### config.mk
export PLATFORM = sky130hd
export DESIGN_NAME = vga_digit_overlay
export DESIGN_NICKNAME = d
export VERILOG_FILES = /design/src/rtl/vga_digit_overlay.sv
export SDC_FILE = /design/constraint.sdc
export NUM_CORES = 1
export LEC_CHECK = 0
export ABC_AREA = 1
export ABC_CLOCK_PERIOD_IN_PS = 3400
export CELL_PAD_IN_SITES_DETAIL_PLACEMENT = 2
export CELL_PAD_IN_SITES_GLOBAL_PLACEMENT = 2
export CORE_MARGIN = 4
export CORE_UTILIZATION = 32
export CTS_CLUSTER_DIAMETER = 50
export DETAILED_ROUTE_END_ITERATION = 10
export PLACE_DENSITY = 0.88
export SLEW_MARGIN = 30
export SYNTH_ARGS = -nofsm -noshare
export SYNTH_HDL_FRONTEND = slang
export SYNTH_SLANG_ARGS = --single-unit
### constraint.sdc
create_clock -name clk -period 3.4 [get_ports clk]
set_clock_uncertainty 0.1 [all_clocks]
set_input_delay 0.68 -clock clk [delete_from_list [all_inputs] [get_ports clk]]
set_output_delay 0.68 -clock clk [all_outputs]
set_load 0.03 [all_outputs]
### src/rtl/vga_digit_overlay.sv
// Seven-segment digit overlay for the VGA pixel stream. It counts pixels and lines from
// the sync edges and draws N_DIGITS scaled 5x9-cell glyphs using a two-stage pipeline.
module vga_digit_overlay #(
    parameter int unsigned N_DIGITS     = 6,
    parameter int unsigned X0           = 295,
    parameter int unsigned Y0           = 235,
    parameter int unsigned SCALE        = 1,
    parameter int unsigned GAP          = 3,
    parameter int unsigned PAIR_GAP     = 2,
    parameter int unsigned BLINK_FRAMES = 30
) (
    input  logic                    clk,
    input  logic                    rst,
    input  logic                    h_sinc,
    input  logic                    v_sinc,
    input  logic [4*N_DIGITS-1:0]   digits,
    input  logic [N_DIGITS-1:0]     blink_mask,
    input  logic [2:0]              fg,
    input  logic [2:0]              bg,
    output logic                    Rout,
    output logic                    Gout,
    output logic                    Bout
);
    localparam int unsigned CW = 11;
    localparam int unsigned DW = 4 * N_DIGITS;
    localparam int unsigned FW = (BLINK_FRAMES > 1) ? $clog2(BLINK_FRAMES) : 1;

    function automatic int unsigned left_of(input int unsigned k);
        return X0 + SCALE * (k * (5 + GAP) + (k / 2) * PAIR_GAP);
    endfunction

    logic          r_h_q, r_v_q, r_h_arm, r_v_arm;
    logic [CW-1:0] r_hcount, r_vcount;
    logic [DW-1:0] r_sh_digits;
    logic [N_DIGITS-1:0] r_sh_mask;
    logic [FW-1:0] r_fcnt;
    logic          r_phase;
    logic          r_in_box;
    logic [2:0]    r_idx, r_cx;
    logic [3:0]    r_cy;
    logic [2:0]    r_rgb;

    logic          w_h_edge, w_v_edge;
    logic          w_col_hit, w_row_hit;
    logic [2:0]    w_idx, w_cx;
    logic [3:0]    w_cy;
    logic [3:0]    w_code;
    logic          w_blink, w_mid, w_lit;
    logic [6:0]    w_segs;
    logic [2:0]    w_rgb;

    // A sync level that is already high when reset releases must fall before it can edge.
    assign w_h_edge = h_sinc & ~r_h_q & r_h_arm;
    assign w_v_edge = v_sinc & ~r_v_q & r_v_arm;

    always_ff @(posedge clk) begin
        if (rst) begin
            r_h_q    <= 1'b0;
            r_v_q    <= 1'b0;
            r_h_arm  <= 1'b0;
            r_v_arm  <= 1'b0;
            r_hcount <= '0;
            r_vcount <= '0;
        end else begin
            r_h_q   <= h_sinc;
            r_v_q   <= v_sinc;
            r_h_arm <= r_h_arm | ~h_sinc;
            r_v_arm <= r_v_arm | ~v_sinc;
            if (w_h_edge)
                r_hcount <= '0;
            else if (r_hcount != '1)
                r_hcount <= r_hcount + CW'(1);
            if (w_v_edge)
                r_vcount <= '0;
            else if (w_h_edge)
                r_vcount <= r_vcount + CW'(1);
        end
    end

    // Per-frame shadow copy of the digit values and the blink timer.
    always_ff @(posedge clk) begin
        if (rst) begin
            r_sh_digits <= '0;
            r_sh_mask   <= '0;
            r_fcnt      <= '0;
            r_phase     <= 1'b0;
        end else if (w_v_edge) begin
            r_sh_digits <= digits;
            r_sh_mask   <= blink_mask;
            if (r_fcnt == FW'(BLINK_FRAMES - 1)) begin
                r_fcnt  <= '0;
                r_phase <= ~r_phase;
            end else begin
                r_fcnt  <= r_fcnt + FW'(1);
            end
        end
    end

    // Cell boundaries are elaboration-time constants, so locating a cell is just compares.
    always_comb begin
        w_col_hit = 1'b0;
        w_row_hit = 1'b0;
        w_idx     = '0;
        w_cx      = '0;
        w_cy      = '0;
        for (int unsigned k = 0; k < N_DIGITS; k++) begin
            for (int unsigned c = 0; c < 5; c++) begin
                if (32'(r_hcount) >= left_of(k) + c * SCALE &&
                    32'(r_hcount) <  left_of(k) + (c + 1) * SCALE) begin
                    w_col_hit = 1'b1;
                    w_idx     = 3'(k);
                    w_cx      = 3'(c);
                end
            end
        end
        for (int unsigned r = 0; r < 9; r++) begin
            if (32'(r_vcount) >= Y0 + r * SCALE && 32'(r_vcount) < Y0 + (r + 1) * SCALE) begin
                w_row_hit = 1'b1;
                w_cy      = 4'(r);
            end
        end
    end

    always_comb begin
        w_code  = '0;
        w_blink = 1'b0;
        for (int unsigned k = 0; k < N_DIGITS; k++) begin
            if (r_idx == 3'(k)) begin
                w_code  = r_sh_digits[DW-1-4*k -: 4];
                w_blink = r_sh_mask[N_DIGITS-1-k];
            end
        end
        case (w_code)
            4'd0:    w_segs = 7'h3F;
            4'd1:    w_segs = 7'h06;
            4'd2:    w_segs = 7'h5B;
            4'd3:    w_segs = 7'h4F;
            4'd4:    w_segs = 7'h66;
            4'd5:    w_segs = 7'h6D;
            4'd6:    w_segs = 7'h7D;
            4'd7:    w_segs = 7'h07;
            4'd8:    w_segs = 7'h7F;
            4'd9:    w_segs = 7'h6F;
            default: w_segs = 7'h00;
        endcase
        w_mid = (r_cx != 3'd0) && (r_cx != 3'd4);
        case (r_cy)
            4'd0:             w_lit = w_mid && w_segs[0];
            4'd1, 4'd2, 4'd3: w_lit = (r_cx == 3'd0 && w_segs[5]) || (r_cx == 3'd4 && w_segs[1]);
            4'd4:             w_lit = w_mid && w_segs[6];
            4'd5, 4'd6, 4'd7: w_lit = (r_cx == 3'd0 && w_segs[4]) || (r_cx == 3'd4 && w_segs[2]);
            4'd8:             w_lit = w_mid && w_segs[3];
            default:          w_lit = 1'b0;
        endcase
        if (!r_in_box)
            w_rgb = 3'b000;
        else if (w_lit && !(r_phase && w_blink))
            w_rgb = fg;
        else
            w_rgb = bg;
    end

    always_ff @(posedge clk) begin
        if (rst) begin
            r_in_box <= 1'b0;
            r_idx    <= '0;
            r_cx     <= '0;
            r_cy     <= '0;
            r_rgb    <= '0;
        end else begin
            r_in_box <= w_col_hit & w_row_hit;
            r_idx    <= w_idx;
            r_cx     <= w_cx;
            r_cy     <= w_cy;
            r_rgb    <= w_rgb;
        end
    end

    assign Rout = r_rgb[2];
    assign Gout = r_rgb[1];
    assign Bout = r_rgb[0];
endmodule

# ---- After elaboration in Yosys (flattened, before gate mapping)
# Memory sizes are Yosys's and may differ from the RTL's.
# Index checks and enable logic that the tools add are counted.
dict set report totals {
  mem_count 1
  output_inout_bits 3
  wordCells 311
  register_bits 76
  in_bits 40
  romBits 112
}
# name words width read_ports rd_clocked_by_memory_dff wr line_no
set memory_table {}
lappend memory_table {{(name not given)} 16 7 1 0 0 133} ;# case (w_code)
dict set report op_classes {
  n_reduce_logical 65
  magnitude_cmp 78
  muxes 116
  n_eq_ne 17
  add_sub_neg 3
  n_bitwise 13
}
# operator count
set ops {}
lappend ops {{greater-or-equal comparator 11 x 9 -> 1 bit (second input constant)} 30}
lappend ops {{less-than comparator 11 x 9 -> 1 bit (second input constant)} 30}
lappend ops {{2-to-1 mux 3 bit} 53}
lappend ops {{greater-or-equal comparator 11 x 8 -> 1 bit (second input constant)} 9}
lappend ops {{less-than comparator 11 x 8 -> 1 bit (second input constant)} 9}
lappend ops {{2-to-1 mux 4 bit} 13}
lappend ops {{logical AND 1 bit} 49}
lappend ops {{2-to-1 mux 1 bit} 48}
lappend ops {{adder 11 x 1 -> 11 bit (second input constant)} 2}
lappend ops {{equality test 4 x 3 -> 1 bit (second input constant)} 4}
lappend ops {{!= test 11 bit (second input constant)} 1}
lappend ops {{OR reduction 11 bit} 1}
lappend ops {{OR reduction 2 bit} 5}
lappend ops {{equality test 3 bit (second input constant)} 3}
lappend ops {{equality test 4 x 2 -> 1 bit (second input constant)} 2}
lappend ops {{equality test 3 x 2 -> 1 bit (second input constant)} 2}
lappend ops {{logical NOT 3 bit} 2}
lappend ops {{inverter 1 bit} 6}
lappend ops {{OR reduction 3 bit} 2}
lappend ops {{adder 5 x 1 -> 5 bit (second input constant)} 1}
lappend ops {{bitwise AND 1 bit} 5}
lappend ops {{equality test 5 bit (second input constant)} 1}
lappend ops {{2-to-1 mux 5 bit} 1}
lappend ops {{one-hot mux 1 bit (5 select lines)} 1}
lappend ops {{other kinds (10)} 12}

# ---- Depth between registers and ports, before layout
dict set report logic_depth {
  depth_word 33
  mapped_depth 30
  depth_no_buf 29
}

# ---- Worst setup path before layout
# No wires, ideal clock.
dict set report synth_timing {
  kind {register -> register}
  startpoint {register r_idx[2]}
  endpoint {register r_rgb[0]}
  path_slack_ps 965
  path_stages_with_launch 19
  period_less_slack_ps 2435
  path_buffers 0
  t_required_ps 3184
  t_arrival_ps 2219
  setup_time_ps 116
  cell_sequence {dfxtp_1 -> inv_2 -> nand3_1 -> o22ai_1 -> a21oi_1 -> nand3_1 -> a21oi_1 -> inv_1 -> ha_1 -> inv_1 -> a21oi_1 -> o31ai_1 -> nand2_1 -> o21ai_1 -> nand2_1 -> o21ai_2 -> nand3b_1 -> nand2_1 -> nor2_1}
}
dict set report synth_via {
  elab_chain_len 13
  word_cells_on_any_way 33
  cone_classes {5 x eq/ne; 14 x mux; 13 x reduce/logical; 1 x memory}
}
# element line_no
set synth_lines {}
lappend synth_lines {{from (decl)} 39} ;# logic [2:0] r_idx, r_cx;
lappend synth_lines {{from (signal assigned)} 172} ;# r_idx <= w_idx;
lappend synth_lines {{logical NOT 3 bit} 128} ;# if (r_idx == 3'(k)) begin
lappend synth_lines {{2-to-1 mux 4 bit (6 in series)} 128}
lappend synth_lines {{memory (16 x 7 bit)} -}
lappend synth_lines {{logical AND 1 bit (on tied branches)} {151, 149}}
lappend synth_lines {{logical OR 1 bit (on tied branches)} {151, 149}}
lappend synth_lines {{one-hot mux 1 bit (5 select lines)} 147} ;# case (r_cy)
lappend synth_lines {{logical AND 1 bit *} 157} ;# else if (w_lit && !(r_phase && w_blink))
lappend synth_lines {{2-to-1 mux 3 bit *} 157}
lappend synth_lines {{to (signal assigned)} 175} ;# r_rgb <= w_rgb;
lappend synth_lines {{to (decl)} 41} ;# logic [2:0] r_rgb;
# Every way passes the cells marked *; elsewhere a longest branch is shown, timed or not.
# A chain may end at the register's enable or synchronous reset.

# ---- Final worst setup path
dict set report layout_timing {
  startpoint {register r_idx[2]}
  endpoint {register r_rgb[2]}
}
# Same word-level chain as after synthesis.

==> metrics.txt <==
# TYPE chip_impl_metric gauge
chip_impl_metric{name="timing.critical_path.slowest_cell_delay",unit="ps"} 410
chip_impl_info{name="crit_path_frequent_cell",value="sky130_fd_sc_hd__nand2_1"} 1
chip_impl_metric{name="vias",unit=""} 5270
chip_impl_metric{name="worst-path-max-fanout",unit=""} 6
chip_impl_info{name="mostFrequentLayoutCell",value="sky130_fd_sc_hd__nand2_1"} 1
chip_impl_metric{name="sequentialPowerShare",unit=""} 0.417
chip_impl_metric{name="wire_length_of_the_first_global_routing_pass",unit="mm"} 30.1
chip_impl_metric{name="clk_latency",unit="ps"} 340
chip_impl_metric{name="clockBufferDepth",unit=""} 2
chip_impl_metric{name="fin_ws",unit="ps"} 371
chip_impl_metric{name="post_route_setup_tns",unit="ps"} 0
chip_impl_metric{name="synthXorXnorAreaFrac",unit=""} 0.00738
chip_impl_metric{name="synthesis.yosys.warnings",unit=""} 0
chip_impl_metric{name="synth.mux.area_fraction",unit=""} 0
chip_impl_metric{name="grt_use_total",unit=""} 0.222
chip_impl_metric{name="largest_net_degree_at_the_start_of_global_routing",unit=""} 49
chip_impl_metric{name="postSynth.asyncResetShare",unit=""} 0
chip_impl_metric{name="power_report.internal_total",unit="µW"} 1720
chip_impl_metric{name="mappedNetlistNets",unit=""} 790
chip_impl_metric{name="drt_first_pass_iters",unit=""} 4
chip_impl_metric{name="synth_simple_gate_area_share",unit=""} 0.305
chip_impl_metric{name="timing.fmax",unit="MHz"} 330
chip_impl_metric{name="die_height",unit="µm"} 130
chip_impl_metric{name="seq_area_frac_synth",unit=""} 0.321
chip_impl_metric{name="worst-slew-pin-transition",unit="ps"} 743
chip_impl_metric{name="dr.first_iter.drc_count",unit=""} 260
chip_impl_metric{name="worstHoldPathCells",unit=""} 2
chip_impl_info{name="critical_path.startpoint_type",value="register"} 1
chip_impl_metric{name="cts_hold_buffers",unit=""} 0
chip_impl_metric{name="post-route-min-period",unit="ps"} 3030
chip_impl_metric{name="placedCellCount",unit=""} 953
chip_impl_metric{name="relSlewSlack",unit=""} 0.500
chip_impl_metric{name="final_cycle_share",unit=""} 0.891
chip_impl_metric{name="final_net_count",unit=""} 834
chip_impl_metric{name="dp_hpwl",unit="mm"} 13.9
chip_impl_metric{name="share_of_cells_above_drive_strength_1",unit=""} 0.0790
chip_impl_metric{name="drt-total-wl",unit="mm"} 18.4
chip_impl_metric{name="globalRouteOverflowTotal",unit=""} 0
chip_impl_info{name="crit_path_end_kind",value="register"} 1
chip_impl_metric{name="place_congestion",unit=""} 0.956
chip_impl_info{name="synth_top_family_by_area",value="simple AND/OR/NAND/NOR gates"} 1
chip_impl_metric{name="powerDensity",unit="mW/mm²"} 395
chip_impl_metric{name="placement.setup.worst_slack",unit="ps"} 294
chip_impl_metric{name="i_o_pin_count",unit=""} 43
chip_impl_metric{name="vias_per_cell",unit=""} 5.44
chip_impl_metric{name="cp_data_required_time",unit="ps"} 3540
chip_impl_metric{name="flop_to_flop_setup_slack",unit="ps"} 370
chip_impl_metric{name="timing_hold_violations_final",unit=""} 0
chip_impl_metric{name="post_synth_fa_ha_maj_area_fraction",unit=""} 0.0369
chip_impl_metric{name="maxCapViolCount",unit=""} 0
chip_impl_info{name="cpMaxStageDelayCell",value="sky130_fd_sc_hd__dfxtp_1"} 1
chip_impl_metric{name="clock_sinks",unit=""} 76
chip_impl_metric{name="initial_utilization",unit=""} 0.327
chip_impl_info{name="timing.rr.start",value="r_idx[2]"} 1
chip_impl_info{name="hold_start",value="r_sh_digits[18]"} 1
chip_impl_metric{name="synth.distinct_cells",unit=""} 55
chip_impl_metric{name="antenna_found_initial",unit=""} 0
chip_impl_metric{name="ant_nets",unit=""} 0
chip_impl_metric{name="drc",unit=""} 0
chip_impl_metric{name="areaGrowthSynthToFinish",unit="%"} 20.4
chip_impl_metric{name="synth_compound_gate_area_share",unit=""} 0.216
chip_impl_info{name="clockRootBuffer",value="sky130_fd_sc_hd__clkbuf_16"} 1
chip_impl_metric{name="worstPathArrival",unit="ps"} 3170
chip_impl_metric{name="total_switching_power",unit="µW"} 540
chip_impl_info{name="rsz_0062_raised_after_global_routing",value="no"} 1
chip_impl_info{name="criticalPathCategory",value="register to register"} 1
chip_impl_metric{name="cts_post_setup_buffers_inserted",unit=""} 0
chip_impl_info{name="synth-main-ff-cell",value="sky130_fd_sc_hd__dfxtp_1"} 1
chip_impl_metric{name="core_area",unit="mm²"} 0.0145
chip_impl_info{name="cts_tree",value="yes"} 1
chip_impl_metric{name="diodes",unit=""} 0
chip_impl_metric{name="post_synth_inst_count",unit=""} 736
chip_impl_info{name="most-common-layout-cells",value="127 x sky130_fd_sc_hd__nand2_1, 108 x sky130_fd_sc_hd__inv_1, 101 x sky130_fd_sc_hd__nor2_1"} 1
chip_impl_metric{name="cts_resized",unit=""} 0
chip_impl_metric{name="place.port_buffers",unit=""} 42
chip_impl_info{name="cp_top_family",value="compound AO/OA/AOI/OAI gates"} 1
chip_impl_metric{name="tritoncts.num_buffers",unit=""} 9
chip_impl_metric{name="fp.dieArea",unit="mm²"} 0.0168
chip_impl_metric{name="synth-seq-cells",unit=""} 76
chip_impl_info{name="worst_r2r_endpoint",value="r_rgb[2]"} 1
chip_impl_metric{name="stdcell_count",unit=""} 969
chip_impl_metric{name="combinational_group_share_of_total_power",unit=""} 0.090
chip_impl_metric{name="post_synth_edffs",unit=""} 0
chip_impl_metric{name="cts.htree.levels",unit=""} 3
chip_impl_metric{name="floorplan.die.width",unit="µm"} 130
chip_impl_metric{name="clkSlewWorstSetupHoldPaths",unit="ps"} 60
chip_impl_metric{name="filler_cell_count",unit=""} 1786
chip_impl_metric{name="timing.reg2reg.worst_path_depth",unit=""} 18
chip_impl_info{name="hold_path_class",value="register to register"} 1
chip_impl_metric{name="max-vdd-ir-drop",unit="V"} 0.000224
chip_impl_metric{name="rows",unit=""} 44
chip_impl_metric{name="clock_power_share",unit=""} 0.492
chip_impl_metric{name="power.static_leakage",unit="µW"} 0.00240
chip_impl_metric{name="vias_in_the_first_global_route",unit=""} 5906
chip_impl_info{name="hold-path-endpoint",value="r_sh_digits[18]"} 1
chip_impl_metric{name="finalSetupViolCount",unit=""} 0
chip_impl_metric{name="syn-mean-instance-area",unit="µm²"} 6.45
chip_impl_info{name="outcome",value="finished clean"} 1
chip_impl_metric{name="maxSlewViolCount",unit=""} 0
chip_impl_metric{name="swShare",unit=""} 0.239
chip_impl_metric{name="worst-path-buf-inv",unit=""} 3
chip_impl_info{name="path_cells",value="inv_2 > nand3_1 > o22ai_1 > a21oi_1 > nand3_1 > a21oi_2 > inv_1 > ha_1 > inv_1 > a21oi_1 > o31ai_1 > nand2_1 > o21ai_1 > nand2_1 > o21ai_2 > nand3b_1 > nand2_1 > nor2_1"} 1
chip_impl_metric{name="routedWlPerCell",unit="µm"} 19.0
chip_impl_metric{name="mappedNetlistArea",unit="mm²"} 0.00475
==> stage by stage <==
stage | power [µW] | instance area [µm²] | hold WS (ps) | utilization
floorplan | 1060 | 4750 | 317 | -
global placement | 1140 | 5370 | 343 | 0.370
detailed placement | 1160 | 5370 | 358 | 0.370
CTS | 2270 | 5710 | 371 | 0.393
global route | 2350 | 5720 | 399 | 0.393
finish | 2260 | 5720 | 370 | 0.393
==> flip-flops by register name, summed over array words and instances (netlist names) <==
| signal | flops |
|---|---|
| r_h_q | 1 |
| r_idx | 3 |
| r_phase | 1 |
| r_cx | 3 |
| r_vcount | 11 |
| r_v_arm | 1 |
| r_hcount | 11 |
| r_cy | 4 |
| r_sh_mask | 6 |
| r_v_q | 1 |
| r_h_arm | 1 |
| r_fcnt | 5 |
| r_sh_digits | 24 |
| r_rgb | 3 |
| r_in_box | 1 |
==> routing by layer <==
layer | vias up | wire, µm | GRT usage
met1 | 2618 | 7710 | 0.250
met4 | 0 | 533 | 0.0795
li1 | 2517 | - | -
met3 | 42 | 546 | 0.0381
met2 | 93 | 9590 | 0.419
met5 | - | 0 | 0
==> worst register-to-register path, delay by kind of cell, from the launching register on <==
family          cells  cell delay, ps
buf+inv             3             330
fa+ha+maj           1             220
flops               1             410
compound gates      7            1120
simple gates        7             730
==> power by group through the flow <==
stage	Clock (µW)	Combinational (µW)	Sequential, µW
floorplan	0	107	951
global placement	0	185	957
detailed placement	0	199	960
CTS	1130	206	941
global route	1180	227	943
finish	1110	204	941
==> worst max path at each step <==
stage	cells past startpoint	slack, ps	endpoint	start
floorplan	18	970	r_rgb[0]	r_idx[2]
global placement	18	510	r_rgb[0]	r_idx[2]
detailed placement	18	290	r_rgb[2]	r_idx[2]
CTS	14	160	r_rgb[1]	r_idx[2]
global route	18	70	r_rgb[2]	r_idx[2]
finish	18	370	r_rgb[2]	r_idx[2]
==> cell usage after synthesis, types with 3 or more instances <==
cell type	instances	area (µm²)
sky130_fd_sc_hd__nand4_1	12	75.1
sky130_fd_sc_hd__nand2_1	127	477
sky130_fd_sc_hd__nor2_1	101	379
sky130_fd_sc_hd__nor4_1	5	31.3
sky130_fd_sc_hd__clkinv_1	3	11.3
sky130_fd_sc_hd__clkbuf_1	10	37.5
sky130_fd_sc_hd__nor2_2	4	25.0
sky130_fd_sc_hd__o21ai_1	6	30.0
sky130_fd_sc_hd__o21ai_2	4	35.0
sky130_fd_sc_hd__nand3b_1	5	37.5
sky130_fd_sc_hd__a211oi_1	3	22.5
sky130_fd_sc_hd__xor2_1	3	26.3
sky130_fd_sc_hd__o22ai_1	12	75.1
sky130_fd_sc_hd__or2_2	3	18.8
sky130_fd_sc_hd__ha_1	14	175
sky130_fd_sc_hd__inv_1	108	405
sky130_fd_sc_hd__nand3_1	32	160
sky130_fd_sc_hd__o21ai_0	63	315
sky130_fd_sc_hd__a31oi_1	8	50.1
sky130_fd_sc_hd__inv_2	14	52.6
sky130_fd_sc_hd__nor3_1	24	120
sky130_fd_sc_hd__a21oi_1	54	270
sky130_fd_sc_hd__o211ai_1	3	22.5
sky130_fd_sc_hd__a22oi_1	3	22.5
sky130_fd_sc_hd__nand2_2	4	25.0
sky130_fd_sc_hd__dfxtp_1	76	1520
==> layout make-up <==
| type | count | area, µm² | share of cell area |
|---|---|---|---|
| Multi-Input combinational cell | 519 | 2680 | 0.470 |
| Sequential cell | 76 | 1520 | 0.266 |
| Inverter | 126 | 474 | 0.0830 |
| Timing Repair Buffer | 48 | 465 | 0.0814 |
| Tap cell | 184 | 230 | 0.0403 |
| Clock buffer | 9 | 225 | 0.0394 |
| Clock inverter | 7 | 115 | 0.0201 |
==> logic make-up after synthesis <==
family	count (synthesis)
simple gates	325
xor+xnor	4
buf+inv	141
flops	76
compound gates	176
fa+ha+maj	14
Power figures use the tool's default switching activity.
